**src/rtl/pc_sequencer.sv**
```systemverilog
// pc_sequencer: control FSM for the fetch-stage PC register.
// Produces registered nPC_sel / steve (PC hold) from branch decode, stall
// requests and halt/resume, plus a saturating count of PC-advance cycles.
module pc_sequencer #(
    parameter int unsigned RESET_HOLD = 2,
    parameter int unsigned STALL_W    = 4,
    parameter int unsigned ADV_W      = 16
) (
    input  logic               clk,
    input  logic               rst_n,
    input  logic               branch_eq,
    input  logic               branch_ne,
    input  logic               alu_zero,
    input  logic               stall_req,
    input  logic [STALL_W-1:0] stall_len,
    input  logic               halt,
    input  logic               resume,
    output logic               nPC_sel,
    output logic               steve,
    output logic               flush,
    output logic               branch_err,
    output logic [1:0]         state,
    output logic [ADV_W-1:0]   adv_count
);

    typedef enum logic [1:0] {
        S_INIT  = 2'd0,
        S_RUN   = 2'd1,
        S_STALL = 2'd2,
        S_HALT  = 2'd3
    } state_t;

    // Hold counter only needs to reach RESET_HOLD-1; RESET_HOLD of 0 or 1
    // both leave INIT on the first edge, so a 1-bit counter suffices there.
    localparam int unsigned HOLD_W    = (RESET_HOLD > 1) ? $clog2(RESET_HOLD) : 1;
    localparam int unsigned HOLD_LAST = (RESET_HOLD > 0) ? RESET_HOLD - 1 : 0;

    state_t              state_q, state_d;
    logic [HOLD_W-1:0]   hold_cnt_q, hold_cnt_d;
    logic [STALL_W-1:0]  stall_cnt_q, stall_cnt_d;
    logic                pending_q, pending_d;
    logic                steve_q, steve_d;
    logic                npc_sel_q, npc_sel_d;
    logic                flush_q, flush_d;
    logic                branch_err_q, branch_err_d;
    logic [ADV_W-1:0]    adv_count_q, adv_count_d;

    logic                taken;
    logic                both_br;
    logic                stall_go;

    assign both_br  = branch_eq & branch_ne;
    assign taken    = (branch_eq & alu_zero) | (branch_ne & ~alu_zero);
    assign stall_go = stall_req & (stall_len != '0);

    // Next-state and registered-output decode for the sequencer FSM.
    always_comb begin
        state_d      = state_q;
        hold_cnt_d   = hold_cnt_q;
        stall_cnt_d  = stall_cnt_q;
        pending_d    = pending_q;
        steve_d      = 1'b1;
        npc_sel_d    = 1'b0;
        flush_d      = 1'b0;
        branch_err_d = 1'b0;

        unique case (state_q)
            S_INIT: begin
                hold_cnt_d = hold_cnt_q + HOLD_W'(1);
                if (hold_cnt_q == HOLD_W'(HOLD_LAST)) begin
                    state_d = S_RUN;
                    steve_d = 1'b0;
                end
            end

            S_RUN: begin
                branch_err_d = both_br;
                if (halt) begin
                    state_d   = S_HALT;
                    pending_d = taken;
                end else if (stall_go) begin
                    state_d     = S_STALL;
                    stall_cnt_d = stall_len - STALL_W'(1);
                    pending_d   = taken;
                end else begin
                    steve_d   = 1'b0;
                    npc_sel_d = taken;
                    flush_d   = taken;
                end
            end

            S_STALL: begin
                if (halt) begin
                    state_d = S_HALT;
                end else if (stall_cnt_q == '0) begin
                    state_d   = S_RUN;
                    steve_d   = 1'b0;
                    npc_sel_d = pending_q;
                    flush_d   = pending_q;
                    pending_d = 1'b0;
                end else begin
                    stall_cnt_d = stall_cnt_q - STALL_W'(1);
                end
            end

            S_HALT: begin
                if (resume && !halt) begin
                    state_d   = S_RUN;
                    steve_d   = 1'b0;
                    npc_sel_d = pending_q;
                    flush_d   = pending_q;
                    pending_d = 1'b0;
                end
            end

            default: state_d = S_INIT;
        endcase
    end

    // Saturating count of cycles in which the PC was allowed to advance.
    always_comb begin
        adv_count_d = adv_count_q;
        if (!steve_q && (adv_count_q != '1)) begin
            adv_count_d = adv_count_q + ADV_W'(1);
        end
    end

    // State and output registers; reset drops everything including pending.
    always_ff @(posedge clk or negedge rst_n) begin
        if (!rst_n) begin
            state_q      <= S_INIT;
            hold_cnt_q   <= '0;
            stall_cnt_q  <= '0;
            pending_q    <= 1'b0;
            steve_q      <= 1'b1;
            npc_sel_q    <= 1'b0;
            flush_q      <= 1'b0;
            branch_err_q <= 1'b0;
            adv_count_q  <= '0;
        end else begin
            state_q      <= state_d;
            hold_cnt_q   <= hold_cnt_d;
            stall_cnt_q  <= stall_cnt_d;
            pending_q    <= pending_d;
            steve_q      <= steve_d;
            npc_sel_q    <= npc_sel_d;
            flush_q      <= flush_d;
            branch_err_q <= branch_err_d;
            adv_count_q  <= adv_count_d;
        end
    end

    assign state      = state_q;
    assign steve      = steve_q;
    assign nPC_sel    = npc_sel_q;
    assign flush      = flush_q;
    assign branch_err = branch_err_q;
    assign adv_count  = adv_count_q;

endmodule

```
**config.mk**
```make
export PLATFORM = sky130hd
export DESIGN_NAME = pc_sequencer
export DESIGN_NICKNAME = d
export VERILOG_FILES = /design/src/rtl/pc_sequencer.sv
export SDC_FILE = /design/constraint.sdc
export NUM_CORES = 1
export LEC_CHECK = 0
export CAP_MARGIN = 15
export CORE_ASPECT_RATIO = 0.8
export CORE_MARGIN = 5
export CORE_UTILIZATION = 54
export CTS_BUF_LIST = sky130_fd_sc_hd__clkbuf_8 sky130_fd_sc_hd__clkbuf_16
export CTS_CLUSTER_SIZE = 20
export DETAILED_ROUTE_END_ITERATION = 10
export PLACE_DENSITY = 0.84
export SLEW_MARGIN = 20
export SYNTH_ARGS = -nofsm -noshare
export SYNTH_HDL_FRONTEND = slang
export SYNTH_SLANG_ARGS = --single-unit
```
**constraint.sdc**
```tcl
create_clock -name clk -period 6.2 [get_ports clk]
set_input_delay 1.24 -clock clk [delete_from_list [all_inputs] [get_ports clk]]
set_output_delay 1.24 -clock clk [all_outputs]
set_load 0.05 [all_outputs]
```
==> metrics.cfg <==
[layout]
area_delta_synth_final_pct = 23.9
fin_nets = 204
final_util = 0.678
stdcell_count = 224
drive_above_1_share = 0.114
stdcell_area_sq_mm = 0.00205
diodes = 0

[detailed_routing]
drc_errors = 0
dr.pass1.iters = 4
vias = 1282
wl_met2_microns = 1730
vias_per_cell = 5.72
drt_iter0_markers = 53
wl_met3_microns = 105
ant_nets = 0
avgRoutedWirePerCell_microns = 15.3
wl_microns = 3420
wl_met1_microns = 1550
top_layer_used = met4

[global_routing]
antenna_found_initial = 0
grt_max_degree = 28
grt.total_usage = 0.169
grt_overflow = 0
grt_first_pass_wirelength_microns = 5710
grt_pass1_vias = 1239

[sta]
setup_tns_ps = 0
maxSlewViolCount = 0
min_period_ps = 2930
setup_viol_count_final = 0
hold_viol = 0
whs_ps = 495
period_share = 0.472
max-slew-margin-rel = 0.544
clock.fmax_mhz = 342
worst_pin_slew_ps = 681
setup_ws_ps = 3270
fin_skew_ps = 5.65
rsz0062_at_grt = no

[power]
p_per_area_mw_per_mm2 = 407
p_leak_nw = 0.871
power_mw = 0.833
ir_drop_uv = 163

[critical_path]
path_buf_inv = 1
cp_cell_sequence = clkdlybuf4s50_1
crit_type = flip-flop to output port
cp_data_arrival_time_ps = 1690
r2r-end = stall_cnt_q[2]
worstPathRequired_ps = 4960
crit_fanout = 6
cp_slowest_stage_delay_ps = 810
regToRegSetupSlack_ps = 3790
cp_slowest_cell = clkdlybuf4s50_1
cp_top_family = buffers and inverters
start_kind = flip-flop
worst-r2r-cell-count = 7
r2r_start = state[0]
end_kind = output port

[clocking]
root_buffer = clkbuf_8
path_clk_slew_ps = 90
clk_path_buf_depth = 2
cts_resized = 0
cts_sinks = 27
cts_max_level = 1
cts_tree = built
insertion_delay_ps = 280
cts_hold_buf = 0
postCtsSetupRepairBufs = 0
cts_buffers = 3

[floorplanning]
die-area_sq_mm = 0.00427
core_sq_mm = 0.00302
num_rows = 18
fp.dieH_microns = 59.5
die_x_microns = 71.8
initial_core_util = 0.547
io-pin-count = 34

[min_path]
hp-class = flip-flop to flip-flop
hold_path_depth = 1
whs_endpoint = adv_count[15]
min_from = adv_count[15]

[run]
maxCapViolations = 0

[yosys]
synth_warnings = 0
synth_async_sr_flop_share = 1.00
syn-mean-instance-area_sq_um = 10.9
ys.flop_type = dfrtp_1
ys_seq_area_frac = 0.410
synth_cell_type_count = 48
syn_inst = 152
ys_ff_latch = 27
syn_nets = 171
synth_edf_count = 0
synth_area_sq_mm = 0.00165

[run_status]
status = complete, no violations

[placement]
portBuffers = 33
dp_cells = 220
gp_congestion = 0.825
place_ws_ps = 3180
hpwl_microns = 2560
place_area_sq_mm = 0.00200

-- how the worst max path moves through the flow --
stage / start / endpoint / slack, ps / depth (start not counted)
detailed placement: stall_len[2] / stall_cnt_q[2] / 3180 / 5
global route: steve / steve / 3240 / 1
finish: steve / steve / 3270 / 1
CTS: steve / steve / 3280 / 1
floorplan: stall_len[3] / stall_cnt_q[0] / 3840 / 4
global placement: stall_len[2] / stall_cnt_q[2] / 3240 / 5
-- report_power, final --
group | internal [mW] | switching [mW]
clock | 0.0451 | 0.0559
sequential | 0.232 | 0.0648
combinational | 0.176 | 0.259
-- routing by layer --
metal  vias to the layer above  global-route usage
li1                        615                   -
met1                       636               0.212
met2                        24               0.292
met3                         7              0.0390
met4                         0              0.0509
met5                         -                   0
-- cell usage in the layout (no fill, tap or decap), types with 5 or more instances in the layout --
cell type and instances:
nand3_1 8, inv_1 10, dfrtp_1 26, a21oi_1 6
a211oi_1 5, xor2_1 11, mux2i_1 9, ha_1 7
clkdlybuf4s50_1 33, nand2_1 8
-- Yosys cell counts, drive strengths merged (2+ instances only) --
cell type  count  area [sq um]
buf            4          31.3
dfrtp         26           651
nor2           4          17.5
o41a           2          22.5
nor4           4          43.8
mux2           5          56.3
xnor2          4          35.0
o21ai          3          15.0
nand2          8          30.0
and3           4          25.0
inv           10          37.5
clkbuf         2          7.51
a21oi          6          30.0
and2           3          18.8
xor2          11          96.3
nand3          8          40.0
ha             7          87.6
nand4          3          25.0
nor3           6          46.3
a2111oi        2          42.5
a211oi         5          37.5
mux2i          9          90.1
-- cells by family after synthesis --
family,count (synthesis),synth area share
buf+inv,16,0.0462
compound gates,25,0.139
flops,27,0.410
xor+xnor,15,0.0795
simple gates,48,0.184
fa+ha+maj,7,0.0530
mux,14,0.0886
-- layout make-up --
cell class | instances | area, sq um
Clock buffer | 3 | 41.3
Clock inverter | 1 | 5.00
Fill cell | 237 | 971
Inverter | 10 | 37.5
Multi-Input combinational cell | 109 | 898
Sequential cell | 27 | 677
Tap cell | 40 | 50.0
Timing Repair Buffer | 34 | 338
-- flip-flops by register name (all words and copies together), names as in the netlist --
signal and flops:
steve 1, state 2, branch_err 1, pending_q 1
flush 1, stall_cnt_q 4, hold_cnt_q 1, adv_count 16
Note: power is estimated with default switching activity, not from simulation.
